--- config.mk ---
export PLATFORM = sky130hd
export DESIGN_NAME = vga_tx
export DESIGN_NICKNAME = d
export VERILOG_FILES = /design/src/rtl/vga_pkg.sv /design/src/rtl/vga_delay.sv /design/src/rtl/vga_tx.sv
export SDC_FILE = /design/constraint.sdc
export NUM_CORES = 1
export LEC_CHECK = 0
export BUFFER_PORTS_ARGS = -buffer_cell sky130_fd_sc_hd__buf_2
export CAP_MARGIN = 20
export CORE_MARGIN = 3
export CORE_UTILIZATION = 49
export DETAILED_ROUTE_END_ITERATION = 6
export PLACE_DENSITY = 0.75
export SETUP_SLACK_MARGIN = 0.02
export SYNTH_ARGS = -nofsm -noshare
export SYNTH_HDL_FRONTEND = slang
export SYNTH_HIERARCHICAL = 1
export SYNTH_SLANG_ARGS = --single-unit
--- constraint.sdc ---
create_clock -name pclk -period 2.4 [get_ports pclk]
set_input_delay 0.48 -clock pclk [delete_from_list [all_inputs] [get_ports pclk]]
set_output_delay 0.48 -clock pclk [all_outputs]
set_load 0.02 [all_outputs]
--- src/rtl/vga_pkg.sv ---
`default_nettype none
// ============================================================================
// Module      : vga_pkg
// Description : XGA (1024x768, 1344x806 total) timing constants, coordinate
//               type and a small range-decode helper for the VGA transmitter.
// Revision    : 1.0 - initial release
// ============================================================================
package vga_pkg;

    localparam int c_coord_w = 11;
    typedef logic [c_coord_w-1:0] coord_t;

    localparam coord_t c_h_active     = 11'd1024;
    localparam coord_t c_h_front      = 11'd24;
    localparam coord_t c_h_sync       = 11'd136;
    localparam coord_t c_h_back       = 11'd160;
    localparam coord_t c_h_total      = c_h_active + c_h_front + c_h_sync + c_h_back;
    localparam coord_t c_h_sync_start = c_h_active + c_h_front;
    localparam coord_t c_h_sync_end   = c_h_sync_start + c_h_sync - 11'd1;

    localparam coord_t c_v_active     = 11'd768;
    localparam coord_t c_v_front      = 11'd3;
    localparam coord_t c_v_sync       = 11'd6;
    localparam coord_t c_v_back       = 11'd29;
    localparam coord_t c_v_total      = c_v_active + c_v_front + c_v_sync + c_v_back;
    localparam coord_t c_v_sync_start = c_v_active + c_v_front;
    localparam coord_t c_v_sync_end   = c_v_sync_start + c_v_sync - 11'd1;

    function automatic logic in_range(input coord_t val, input coord_t lo, input coord_t hi);
        return (val >= lo) && (val <= hi);
    endfunction

endpackage
`default_nettype wire

--- src/rtl/vga_delay.sv ---
`default_nettype none
// ============================================================================
// Module      : vga_delay
// Description : DEPTH-stage shift register with asynchronous active-low clear
//               to CLR_VAL; aligns sync/blank with the upstream pixel latency.
// Revision    : 1.0 - initial release
// ============================================================================
module vga_delay #(
    parameter int               WIDTH   = 1,
    parameter int               DEPTH   = 1,
    parameter logic [WIDTH-1:0] CLR_VAL = '0
) (
    input  logic             clk,
    input  logic             rst_n,
    input  logic [WIDTH-1:0] i_data,
    output logic [WIDTH-1:0] o_data
);

    logic [WIDTH-1:0] r_stage [DEPTH];

    always_ff @(posedge clk or negedge rst_n) begin
        if (!rst_n) begin
            for (int i = 0; i < DEPTH; i++) begin
                r_stage[i] <= CLR_VAL;
            end
        end else begin
            r_stage[0] <= i_data;
            for (int i = 1; i < DEPTH; i++) begin
                r_stage[i] <= r_stage[i-1];
            end
        end
    end

    assign o_data = r_stage[DEPTH-1];

endmodule
`default_nettype wire

--- src/rtl/vga_tx.sv ---
`default_nettype none
// ============================================================================
// Module      : vga_tx
// Description : XGA timing generator and pixel output stage. Issues
//               coordinates upstream and realigns sync/blank with the colour
//               returned PIPE_DLY cycles later. Optional colour-bar pattern
//               is built in when VGA_TX_TEST_PATTERN_EN is defined.
// Revision    : 1.0 - initial release
// ============================================================================
module vga_tx
    import vga_pkg::*;
#(
    parameter int   PIPE_DLY = 1,
    parameter logic SYNC_POL = 1'b0
) (
    input  logic                 pclk,
    input  logic                 rst_n,
`ifdef VGA_TX_TEST_PATTERN_EN
    input  logic                 pattern_en,
`endif
    input  logic [3:0]           r_in,
    input  logic [3:0]           g_in,
    input  logic [3:0]           b_in,
    output logic [c_coord_w-1:0] hcount,
    output logic [c_coord_w-1:0] vcount,
    output logic                 hblnk,
    output logic                 vblnk,
    output logic                 frame_start,
    output logic                 hs,
    output logic                 vs,
    output logic [3:0]           r,
    output logic [3:0]           g,
    output logic [3:0]           b
);

`ifdef VGA_TX_TEST_PATTERN_EN
    localparam int c_dly_w = 6;
    localparam logic [c_dly_w-1:0] c_dly_clr = {~SYNC_POL, ~SYNC_POL, 1'b1, 3'b000};
`else
    localparam int c_dly_w = 3;
    localparam logic [c_dly_w-1:0] c_dly_clr = {~SYNC_POL, ~SYNC_POL, 1'b1};
`endif

    logic               r_run;
    coord_t             w_h_next;
    coord_t             w_v_next;
    logic               w_hs_int;
    logic               w_vs_int;
    logic               w_blank;
    logic [c_dly_w-1:0] w_dly_in;
    logic [c_dly_w-1:0] w_dly_out;
    logic               w_dly_hs;
    logic               w_dly_vs;
    logic               w_dly_blank;

    always_comb begin
        w_h_next = hcount + 11'd1;
        w_v_next = vcount;
        if (hcount == c_h_total - 11'd1) begin
            w_h_next = '0;
            w_v_next = (vcount == c_v_total - 11'd1) ? '0 : vcount + 11'd1;
        end
    end

    // The first edge after release only arms r_run, so (0,0) is held for one
    // full cycle and frame_start fires there; no partial frame ever resumes.
    always_ff @(posedge pclk or negedge rst_n) begin
        if (!rst_n) begin
            r_run       <= 1'b0;
            hcount      <= '0;
            vcount      <= '0;
            hblnk       <= 1'b0;
            vblnk       <= 1'b0;
            frame_start <= 1'b0;
        end else begin
            r_run <= 1'b1;
            if (r_run) begin
                hcount      <= w_h_next;
                vcount      <= w_v_next;
                hblnk       <= (w_h_next >= c_h_active);
                vblnk       <= (w_v_next >= c_v_active);
                frame_start <= (w_h_next == '0) && (w_v_next == '0);
            end else begin
                frame_start <= 1'b1;
            end
        end
    end

    // Before r_run the coordinates hold their reset value, not a real pixel.
    assign w_hs_int = (r_run && in_range(hcount, c_h_sync_start, c_h_sync_end)) ? SYNC_POL : ~SYNC_POL;
    assign w_vs_int = (r_run && in_range(vcount, c_v_sync_start, c_v_sync_end)) ? SYNC_POL : ~SYNC_POL;
    assign w_blank  = hblnk | vblnk | ~r_run;

`ifdef VGA_TX_TEST_PATTERN_EN
    assign w_dly_in = {w_hs_int, w_vs_int, w_blank, hcount[9:7]};
`else
    assign w_dly_in = {w_hs_int, w_vs_int, w_blank};
`endif

    vga_delay #(
        .WIDTH   (c_dly_w),
        .DEPTH   (PIPE_DLY),
        .CLR_VAL (c_dly_clr)
    ) u_delay (
        .clk    (pclk),
        .rst_n  (rst_n),
        .i_data (w_dly_in),
        .o_data (w_dly_out)
    );

    assign w_dly_hs    = w_dly_out[c_dly_w-1];
    assign w_dly_vs    = w_dly_out[c_dly_w-2];
    assign w_dly_blank = w_dly_out[c_dly_w-3];

    // Final stage: PIPE_DLY delay stages plus this register give PIPE_DLY+1,
    // matching the upstream colour registered here exactly once.
    always_ff @(posedge pclk or negedge rst_n) begin
        if (!rst_n) begin
            hs <= ~SYNC_POL;
            vs <= ~SYNC_POL;
            r  <= 4'h0;
            g  <= 4'h0;
            b  <= 4'h0;
        end else begin
            hs <= w_dly_hs;
            vs <= w_dly_vs;
            if (w_dly_blank) begin
                r <= 4'h0;
                g <= 4'h0;
                b <= 4'h0;
`ifdef VGA_TX_TEST_PATTERN_EN
            end else if (pattern_en) begin
                r <= {4{w_dly_out[0]}};
                g <= {4{w_dly_out[1]}};
                b <= {4{w_dly_out[2]}};
`endif
            end else begin
                r <= r_in;
                g <= g_in;
                b <= b_in;
            end
        end
    end

endmodule
`default_nettype wire
## Yosys cells after proc, flatten, opt, wreduce, memory -nomap -nowiden

Cells that the tools add are included.

- Input port bits: 14
- Word-level logic and storage cells: 41
- Flip-flop bits (word level): 43

- Bitwise logic cells: 3
- Reductions and logical operators: 7
- Equal/unequal tests: 2
- Mux-type cells: 9
- Add/subtract/negate cells: 2
- $lt $le $gt $ge: 6

Operators by type and width:

| cell | number |
|---|---|
| 2-to-1 mux 11 bit | 3 |
| adder 11 x 1 -> 11 bit (second input constant) | 2 |
| greater-or-equal comparator 11 x 10 -> 1 bit (second input constant) | 2 |
| greater-or-equal comparator 11 bit (second input constant) | 2 |
| logical NOT 11 bit | 2 |
| 2-to-1 mux 4 bit | 3 |
| equality test 11 x 10 -> 1 bit (second input constant) | 1 |
| equality test 11 bit (second input constant) | 1 |
| less-or-equal comparator 11 x 10 -> 1 bit (second input constant) | 1 |
| less-or-equal comparator 11 bit (second input constant) | 1 |
| logical AND 1 bit | 5 |
| 2-to-1 mux 1 bit | 3 |
| bitwise OR 1 bit | 2 |
| NOT 1 bit | 1 |

## Depth between registers and ports, before layout

Gate-level depths: netlist (run 1).

- Word-level depth: 6
- Gate-level depth with buffers: 9
- Mapped depth without buffers: 8

## Modules after synthesis

Netlist (run 1), hierarchy kept.

Modules (own cells, without submodules):

| module | instances | area each (um^2) | cells an instance | sequential area each (um^2) |
|---|---|---|---|---|
| vga_tx | 1 | 2318.5 | 243 | 978.4 |
| vga_delay | 1 | 78.8 | 3 | 78.8 |

## Least setup slack after synthesis (run 1)

OpenSTA, ideal clock, no wires.

- Path kind: register to register
- Start point: reg hcount[0]
- End point: reg frame_start
- Buffers on the path: 1
- Data required time: 2.296 ns
- Clock period less this slack: 2.521 ns
- Stages on the path, launching flop included: 9
- Slack: -0.121 ns
- Arrival time: 2.418 ns
- Path through: dfrtp_1 -> ha_1 -> and4_4 -> and4_1 -> buf_6 -> a221oi_2 -> nand4_1 -> or4b_4 -> o41ai_2

- Cells in the longest elaborated chain, start to end: 5
- Elaborated cells on any way between the ends: 8
- Classes of those cells: 1 x add/sub; 1 x eq/ne; 3 x mux; 3 x reduce/logical

Ends and longest elaborated chain:

| element | line | RTL |
|---|---|---|
| start, declared | vga_tx.sv:24 | `output logic [c_coord_w-1:0] hcount,` |
| start signal, assigned | vga_tx.sv:78 | `hcount <= w_h_next;` |
| adder 11 x 1 -> 11 bit or equality test 11 bit (tied branches) | vga_tx.sv:57, vga_tx.sv:59 |  |
| 2-to-1 mux 11 bit | vga_tx.sv:59 | `if (hcount == c_h_total - 11'd1) begin` |
| logical NOT 11 bit | vga_tx.sv:82 | `frame_start <= (w_h_next == '0) && (w_v_next == '0);` |
| logical AND 1 bit * | vga_tx.sv:82 |  |
| 2-to-1 mux 1 bit * | vga_tx.sv:77 | `if (r_run) begin` |
| end signal, assigned | vga_tx.sv:82 |  |
| end, declared | vga_tx.sv:28 | `output logic frame_start,` |

Mark *: on every way between the ends. The rest lies on a longest branch, timed or not.
A chain may end at the register's enable or synchronous reset.

## Worst setup path in the final report (run 1)

- Start point: reg hcount[1]
- End point: reg frame_start

Same word-level chain as after synthesis.

==> results.json, run 1 <==
{
  "synth_top_area_share_pct": 38.6,
  "clock.fmax_mhz": 438,
  "path_max_fanout": 6,
  "syn_area_per_cell_um2": 9.75,
  "drt_wl_total_um": 5330,
  "grt_util_all_layers_pct": 18.9,
  "setup-tns-final_ns": 0,
  "ant_nets": 0,
  "numCtsBuffers": 5,
  "maxCapViolCount": 0,
  "cts_sinks": 42,
  "report.final.slew_viol_count": 0,
  "wl_per_cell_um": 14.4,
  "num_rows": 24,
  "arrival_ns": 2.48,
  "fin_area_um2": 2810,
  "syn_nets": 266,
  "fin_crit_ns": 2.28,
  "io_buffers": 52,
  "synth_top_cell_by_area": "dfrtp_1",
  "overflow": 0,
  "core_area_um2": 4530,
  "worstHoldPathType": "primary input to asynchronous set/reset pin",
  "powerDensity_nw_per_um2": 608,
  "ys_seq_area_share_pct": 44.1,
  "root_buffer": "clkbuf_8",
  "cp_top_family": "simple AND/OR/NAND/NOR gates",
  "hold_viol": 0,
  "fin_crit_sh_pct": 95.1,
  "drive_gt1_share_pct": 32.9,
  "ys_types": 56,
  "grt_max_degree": 38,
  "die_y_um": 75.9,
  "async_flop_share_pct": 100,
  "required_ns": 2.59,
  "clock_skew_ns": 0.00905,
  "netlist_top_cells_area": "dfrtp_1 39%, o21ai_0 5.6%, dfstp_2 5.5%",
  "antenna_found_initial": 0,
  "critPathKind": "register to register",
  "dp_hpwl_um": 3790,
  "dieArea_um2": 5770,
  "worst_slew_pin_slew_ns": 0.785,
  "dpl_cell_area_um2": 2710,
  "vias_per_cell": 5.54,
  "syn-cell-area_um2": 2400,
  "cp.buffers_inverters": 0,
  "dr.first_iter.drc_count": 138,
  "netlist_instances": 246,
  "synth_edf_count": 0,
  "leakagePower_uw": 0.00129,
  "cts_tree": "done",
  "setup_viol": 0,
  "n_antenna_cell": 0,
  "cts_buffer_depth": 2,
  "route.detailed.drc": 0,
  "cp_slowest_cell": "or4b_4",
  "fin_nets": 323,
  "grt_pass1_vias": 1883,
  "critPathMaxStageDelay_ns": 0.53,
  "critPathCaptureType": "register",
  "synthFlopType": "dfrtp_1",
  "gp_congestion": 0.873,
  "vdd_drop_max_uv": 491,
  "start_util_pct": 52.9,
  "vias": 2043,
  "rsz0062_at_grt": "false",
  "clk_pin_slew_ns": 0.09,
  "status": "completed",
  "htreeDepth": 2,
  "die_w_um": 75.9,
  "ys_ff_latch": 42,
  "post-route-util_pct": 62.0,
  "grt_pass1_wl_um": 8940,
  "relSlewSlack_pct": 47.7,
  "areaGrowthSynthToFinish_pct": 17.3,
  "critPathLaunchType": "register",
  "final_cells": 369,
  "insertion_delay_ns": 0.29,
  "io_pins": 53,
  "yosys_warnings": 6,
  "drtPass1Iterations": 4,
  "power_uw": 1710,
  "path_cells": "ha_4, and4_4, nand4_4, o31ai_2, nand4_1, or4b_4, o41ai_2",
  "dp_cells": 360
}
[area by class of cell]
cell class	count	area (µm²)
Sequential cell	42	1060
Tap cell	65	81.3
Fill cell	386	1720
Multi-Input combinational cell	177	1150
Clock buffer	5	68.8
Inverter	7	26.3
Timing Repair Buffer	70	395
Clock inverter	3	25.0
[power breakdown]
| group | switching, µW | total [µW] | internal (µW) |
|---|---|---|---|
| Combinational | 224 | 380 | 156 |
| Clock | 253 | 463 | 210 |
| Sequential | 94.3 | 867 | 773 |
| Total | 572 | 1710 | 1140 |
[sequential cells by signal (all words and copies together) (netlist names)]
register	count
hs	1
g	4
vcount	11
vblnk	1
frame_start	1
hcount	11
r	4
vs	1
r_run	1
u_delay/o_data	3
b	4
[synth_stat cells (7+ instances only)]
cell type   n
dfrtp_1    37
o21ai_0    27
nand2_1    21
nor2_1     14
nand3_1    13
nor2b_1    13
o31ai_1     8
a21oi_1     7
buf_6       7
inv_1       7
nand4_1     7
nor3_1      7
xnor2_1     7
[routing by layer]
| metal | wire, µm | global-route usage (%) | vias to the layer above |
|---|---|---|---|
| met5 | 0 | 0 | - |
| met4 | 106 | 6.70 | 0 |
| met3 | 391 | 5.33 | 11 |
| met2 | 2400 | 29.3 | 91 |
| met1 | 2430 | 25.3 | 951 |
| li1 | - | - | 990 |
[stage by stage]
stage	setup WS, ns	hold slack (ns)
floorplan	0.114	0.184
global placement	0.222	0.346
detailed placement	0.141	0.349
CTS	0.105	0.287
global route	0.0302	0.326
finish	0.117	0.265
[worst paths after layout]
check,slack (ns),start,endpoint,depth (start not counted)
worst max-delay path,0.12,hcount[1],frame_start,7
worst min-delay path,0.27,rst_n,vcount[7],1
worst max register to register,0.12,hcount[1],frame_start,7
worst min register to register,0.36,u_delay/o_data[2],hs,0
max in group asynchronous,1.54,rst_n,vcount[10],2
min in group pclk,0.36,u_delay/o_data[2],hs,0
[cell families after synthesis]
logic type      share of synthesized area [%]
compound gates                           16.6
xor+xnor                                 2.92
simple gates                             23.7
mux                                     0.887
fa+ha+maj                                3.13
other cells                             0.156
buf+inv                                  8.46
flops                                    44.1
[cell usage in the layout (no fill, tap or decap), types with 2 or more instances in the layout]
cell	n
o21ai_0	27
nand2b_1	3
nor4_1	3
xnor2_1	7
a21oi_1	7
inv_1	7
nor2b_1	13
buf_2	52
o31ai_1	7
nor3_1	7
nor2_1	14
a31oi_1	3
nand3b_1	2
a2111oi_0	2
nand4_1	7
and4_1	2
ha_1	5
dfrtp_1	34
buf_4	18
and3_1	3
clkbuf_8	5
dfstp_2	5
dfrtp_2	3
nand2_1	21
nand3_1	13
[what timing repair did]
| item | CTS | global route |
|---|---|---|
| setup endpoints to repair | 0 | 1 |
| setup buffers | 0 | 1 |
| hold buffers | 0 | 0 |
| gates resized for setup | 0 | 2 |
(Power assumes the default switching activity.)
==> run 2, diff against run 1 <==
--- a/config.mk
+++ b/config.mk
@@ -8,7 +8,7 @@
 export BUFFER_PORTS_ARGS = -buffer_cell sky130_fd_sc_hd__buf_2
 export CAP_MARGIN = 20
 export CORE_MARGIN = 3
-export CORE_UTILIZATION = 49
+export CORE_UTILIZATION = 51
 export DETAILED_ROUTE_END_ITERATION = 6
 export PLACE_DENSITY = 0.75
 export SETUP_SLACK_MARGIN = 0.02
==> constraint.sdc (replaced) <==
create_clock -name pclk -period 2.6 [get_ports pclk]
set_input_delay 0.52 -clock pclk [delete_from_list [all_inputs] [get_ports pclk]]
set_output_delay 0.52 -clock pclk [all_outputs]
set_load 0.02 [all_outputs]
==> results.json, run 2 (same netlist as run 1, synthesis figures left out) <==
{
  "critPathCaptureType": "register",
  "critPathLaunchType": "register",
  "antenna_found_initial": 0,
  "dr.first_iter.drc_count": 110,
  "vias_per_cell": 5.81,
  "setup_viol": 0,
  "num_rows": 24,
  "fin_nets": 324,
  "n_antenna_cell": 0,
  "start_util_pct": 53.9,
  "drive_gt1_share_pct": 32.1,
  "cts_tree": "done",
  "maxCapViolCount": 0,
  "clk_pin_slew_ns": 0.08,
  "grt_pass1_wl_um": 8780,
  "worst_slew_pin_slew_ns": 0.922,
  "cts_buffer_depth": 2,
  "whs_ns": 0.358,
  "route.detailed.drc": 0,
  "htreeDepth": 2,
  "grt_util_all_layers_pct": 20.6,
  "setup-tns-final_ns": 0,
  "worstHoldPathType": "primary input to asynchronous set/reset pin",
  "dp_slack_ns": 0.149,
  "wl_per_cell_um": 15.2,
  "crit_end": "frame_start",
  "status": "completed",
  "layout_commonest_cell": "buf_2",
  "io_pins": 53,
  "fin_crit_ns": 2.40,
  "insertion_delay_ns": 0.29,
  "cp.buffers_inverters": 0,
  "startpoint": "hcount[9]",
  "cp_top_family": "simple AND/OR/NAND/NOR gates",
  "io_buffers": 52,
  "gp_congestion": 0.892,
  "final_cell_mix": "52 x buf_2, 36 x dfrtp_1, 27 x o21ai_0",
  "die_w_um": 74.6,
  "critPathKind": "register to register",
  "numCtsBuffers": 5,
  "relSlewSlack_pct": 38.5,
  "worst-path-stages": 6,
  "arrival_ns": 2.60,
  "hold_viol": 0,
  "dpl_cell_area_um2": 2640,
  "clock_skew_ns": 0.00588,
  "r2r_cells": 6,
  "core_area_um2": 4440,
  "ant_nets": 0,
  "areaGrowthSynthToFinish_pct": 17.2,
  "vias": 2074,
  "clock.fmax_mhz": 417,
  "die_y_um": 74.6,
  "overflow": 0,
  "drtPass1Iterations": 4,
  "rsz0062_at_grt": "false",
  "vdd_drop_max_uv": 414,
  "dieArea_um2": 5560,
  "path_cells": "nor4b_4, nand4_4, o31ai_2, nand4_1, or4b_4, o41ai_2",
  "grt_pass1_vias": 1926,
  "path_max_fanout": 8,
  "cp_slowest_cell": "or4b_4",
  "num-fill-cells": 369,
  "drt_wl_total_um": 5430,
  "worstReg2RegEnd": "frame_start",
  "r2r-start": "hcount[9]",
  "biggestRegsByFlops": "hcount: 11 flops, vcount: 11 flops",
  "postLayoutSetupSlackWorst_ns": 0.204,
  "dp_hpwl_um": 3850,
  "root_buffer": "clkbuf_8",
  "hold_buffers": 0,
  "required_ns": 2.80,
  "critPathMaxStageDelay_ns": 0.52,
  "rrSetupSlack_ns": 0.20,
  "cts_sinks": 42,
  "powerDensity_nw_per_um2": 590,
  "grt_max_degree": 43,
  "fin_area_um2": 2810,
  "report.final.slew_viol_count": 0,
  "fin_crit_sh_pct": 92.2,
  "leakagePower_uw": 0.00130,
  "power_uw": 1660
}
run 2: metal layers:
layer | GRT usage [%] | routed length (µm) | vias to the layer above | part of all wire [%]
met5 | 0 | 0 | - | 0
met4 | 8.30 | 128 | 0 | 2.4
met3 | 5.00 | 394 | 15 | 7.3
met2 | 33.7 | 2510 | 87 | 46
met1 | 26.2 | 2400 | 974 | 44
li1 | - | - | 998 | -
run 2: worst reg2reg max path, cell delays in order, from the launching register on:
cell	delay, ns
dfrtp_2	0.48
nor4b_4	0.40
nand4_4	0.19
o31ai_2	0.27
nand4_1	0.12
or4b_4	0.52
o41ai_2	0.32
run 2: worst min path at each step:
| stage | end | slack, ns | depth (start not counted) |
|---|---|---|---|
| finish | b[3] | 0.36 | 1 |
| global placement | hs | 0.35 | 0 |
| floorplan | b[0] | 0.22 | 0 |
| detailed placement | hs | 0.35 | 0 |
| CTS | vs | 0.36 | 0 |
| global route | vs | 0.37 | 0 |
run 2: area by class of cell:
cell class                 instances  area, µm²  area share (%)
clock buffer                       6       72.6            2.58
clock inverter                     2       37.5            1.34
inverter                           7       26.3           0.935
multi-input combinational        177       1150            40.8
sequential                        42       1060            37.7
tap                               52       65.1            2.32
timing repair buffer              71        403            14.3
run 2: stage by stage:
| stage | cells | utilization [%] |
|---|---|---|
| CTS | 351 | 62.0 |
| global route | 357 | 63.2 |
| floorplan | 246 | - |
| finish | 357 | 63.2 |
| global placement | 343 | 59.5 |
| detailed placement | 343 | 59.5 |
run 2: what timing repair did:
item,in CTS,in global routing
gates resized for setup,0,4
endpoints found under the setup margin,0,1
buffers inserted,0,6
endpoints found under the hold margin,0,0
run 2: power by group:
| group | leakage, µW | internal, µW | switching [µW] | total [µW] |
|---|---|---|---|---|
| logic | 0.000703 | 149 | 201 | 350 |
| clock network | 0.0000514 | 287 | 226 | 513 |
| registers | 0.000543 | 710 | 85.0 | 795 |
==> run 3, diff against run 2 <==
--- a/config.mk
+++ b/config.mk
@@ -5,6 +5,7 @@
 export SDC_FILE = /design/constraint.sdc
 export NUM_CORES = 1
 export LEC_CHECK = 0
+export ABC_AREA = 1
 export BUFFER_PORTS_ARGS = -buffer_cell sky130_fd_sc_hd__buf_2
 export CAP_MARGIN = 20
 export CORE_MARGIN = 3
==> results.json, run 3 <==
{
  "status": "completed",
  "required_ns": 2.79,
  "io_pins": 53,
  "root_buffer": "clkbuf_8",
  "synth_top_cell_by_area": "dfrtp_1",
  "critPathLaunchType": "register",
  "num_rows": 24,
  "dp_cells": 424,
  "yosysMostFrequentCell": "nand2_1",
  "fin_crit_sh_pct": 73.1,
  "regArea_um2": 1060,
  "wl_per_cell_um": 12.4,
  "critPathKind": "register to register",
  "drt_wl_total_um": 5360,
  "rsz0062_at_grt": "false",
  "leakagePower_uw": 0.00149,
  "relSlewSlack_pct": 39.4,
  "ant_nets": 0,
  "path_max_fanout": 8,
  "dr.first_iter.drc_count": 194,
  "dieArea_um2": 5440,
  "antenna_found_initial": 0,
  "synth_common_cells": "90 x nand2_1, 49 x inv_1, 49 x nor2_1",
  "num-fill-cells": 413,
  "vdd_drop_max_uv": 513,
  "ys_ff_latch": 42,
  "dpl_cell_area_um2": 2640,
  "overflow": 0,
  "hold_buffers": 0,
  "synth_edf_count": 0,
  "syn-cell-area_um2": 2340,
  "fin_nets": 399,
  "worstHoldPathType": "primary input to asynchronous set/reset pin",
  "async_flop_share_pct": 100,
  "n_antenna_cell": 0,
  "maxCapViolCount": 0,
  "core_area_um2": 4380,
  "yosys_warnings": 6,
  "layout_commonest_cell": "nand2_1",
  "powerDensity_nw_per_um2": 553,
  "die_y_um": 73.8,
  "clk_pin_slew_ns": 0.08,
  "postLayoutSetupSlackWorst_ns": 0.698,
  "hold_viol": 0,
  "gp_congestion": 0.909,
  "fin_area_um2": 2730,
  "htreeDepth": 2,
  "fin_crit_ns": 1.90,
  "die_w_um": 73.8,
  "top_usage_layer": "met2",
  "grt_util_all_layers_pct": 21.3,
  "cts_setup_buffers": 0,
  "cts_resized": 0,
  "ys_types": 27,
  "netlist_top_cells_area": "dfrtp_1 40%, nand2_1 14%, inv_1 7.8%",
  "synth_top_area_share_pct": 39.5,
  "setup_viol": 0,
  "met2_usage_pct": 34.2,
  "vias": 2180,
  "rrSetupSlack_ns": 0.70,
  "worst_slew_pin_slew_ns": 0.908,
  "cts_buffer_depth": 2,
  "r2r-start": "vcount[1]",
  "insertion_delay_ns": 0.29,
  "report.final.slew_viol_count": 0,
  "met1_usage_pct": 29.4,
  "dp_hpwl_um": 4050,
  "biggestRegsByFlops": "hcount: 11 flops, vcount: 11 flops",
  "route.detailed.drc": 0,
  "numCtsBuffers": 5,
  "r2r_cells": 9,
  "final_cell_mix": "90 x nand2_1, 52 x buf_2, 49 x inv_1, 49 x nor2_1, 37 x dfrtp_1",
  "multi_input_area_um2": 1060,
  "grt_max_degree": 43,
  "setup-tns-final_ns": 0,
  "start_util_pct": 53.5,
  "worstReg2RegEnd": "frame_start",
  "grt_pass1_wl_um": 9040,
  "drtPass1Iterations": 4,
  "vias_per_cell": 5.05,
  "cts_tree": "done",
  "syn_nets": 347,
  "arrival_ns": 2.09,
  "final_cells": 432,
  "synthFlopType": "dfrtp_1",
  "critPathCaptureType": "register",
  "grt_pass1_vias": 1960,
  "syn_area_per_cell_um2": 7.17,
  "cts_sinks": 42,
  "drive_gt1_share_pct": 19.2,
  "clock_skew_ns": 0.00708,
  "dp_slack_ns": 0.715,
  "clock.fmax_mhz": 526,
  "io_buffers": 52,
  "netlist_instances": 327,
  "ys_seq_area_share_pct": 45.1,
  "met3_usage_pct": 4.24,
  "areaGrowthSynthToFinish_pct": 16.5
}
-- run 3: cell types whose count changed in the layout (fill, tap and decap cells not counted), moves of 6 or more --
cell     before  now
nand2_1      21   90
inv_1         7   49
nor2_1       14   49
buf_4        19    1
nand3_1      13   31
nor2b_1      13    0
a21oi_1       7    0
xnor2_1       7    0
o31ai_1       7    1
-- run 3: worst max-delay path, stage by stage, from the launching register on --
cell and delay [ns]:
dfrtp_1 0.50, ha_1 0.22, nand3_1 0.11, nor2_1 0.16, nand3_1 0.12, nor3_1 0.20
xor2_1 0.27, nor2_1 0.10, nand2_1 0.07, nand2_1 0.04
-- run 3: worst max-delay path by stage --
| stage | from | end | slack, ns | depth (start not counted) |
|---|---|---|---|---|
| final | vcount[1] | frame_start | 0.70 | 9 |
| after global routing | hcount[1] | frame_start | 0.47 | 13 |
| after CTS | hcount[1] | vblnk | 0.70 | 9 |
| after detailed placement | hcount[1] | vblnk | 0.71 | 9 |
| after global placement | vcount[0] | frame_start | 0.71 | 9 |
| after floorplan | hcount[1] | frame_start | 0.84 | 9 |
-- run 3: area by class of cell --
| type | count | area share, % |
|---|---|---|
| clock inverters | 3 | 0.871 |
| clock buffers | 5 | 2.52 |
| inverters | 50 | 6.87 |
| flip-flops and latches | 42 | 38.7 |
| well taps | 52 | 2.38 |
| repair buffers | 53 | 9.81 |
| multi-input cells | 227 | 38.8 |
-- run 3: cell families after synthesis --
family / synth area share (%)
and+or+nand+nor: 33.8
buffers and inverters: 9.66
DFF: 45.1
AOI/OAI and AO/OA: 6.89
adders and majority gates: 3.20
xor gates and xnor gates: 1.12
other: 0.160
-- run 3: report_power, final --
part           internal, µW  total, µW  switching, µW
logic                   104        312            209
registers               704        774           69.4
clock network           192        423            231
total                  1000       1510            509
-- run 3: metrics by stage --
stage                     power, µW  util (%)  hold WS (ns)
after global placement         1090      60.2         0.346
after CTS                      1520      62.3         0.359
after detailed placement       1100      60.2         0.348
after global routing           1600      62.3         0.364
after floorplan                 983         -         0.224
final                          1510      62.3         0.348
-- run 3: per-layer routing --
metal / vias to the layer above / routed length [µm]
met4: 0 / 71
met3: 10 / 367
met5: - / 0
met1: 978 / 2440
li1: 1120 / -
met2: 72 / 2480
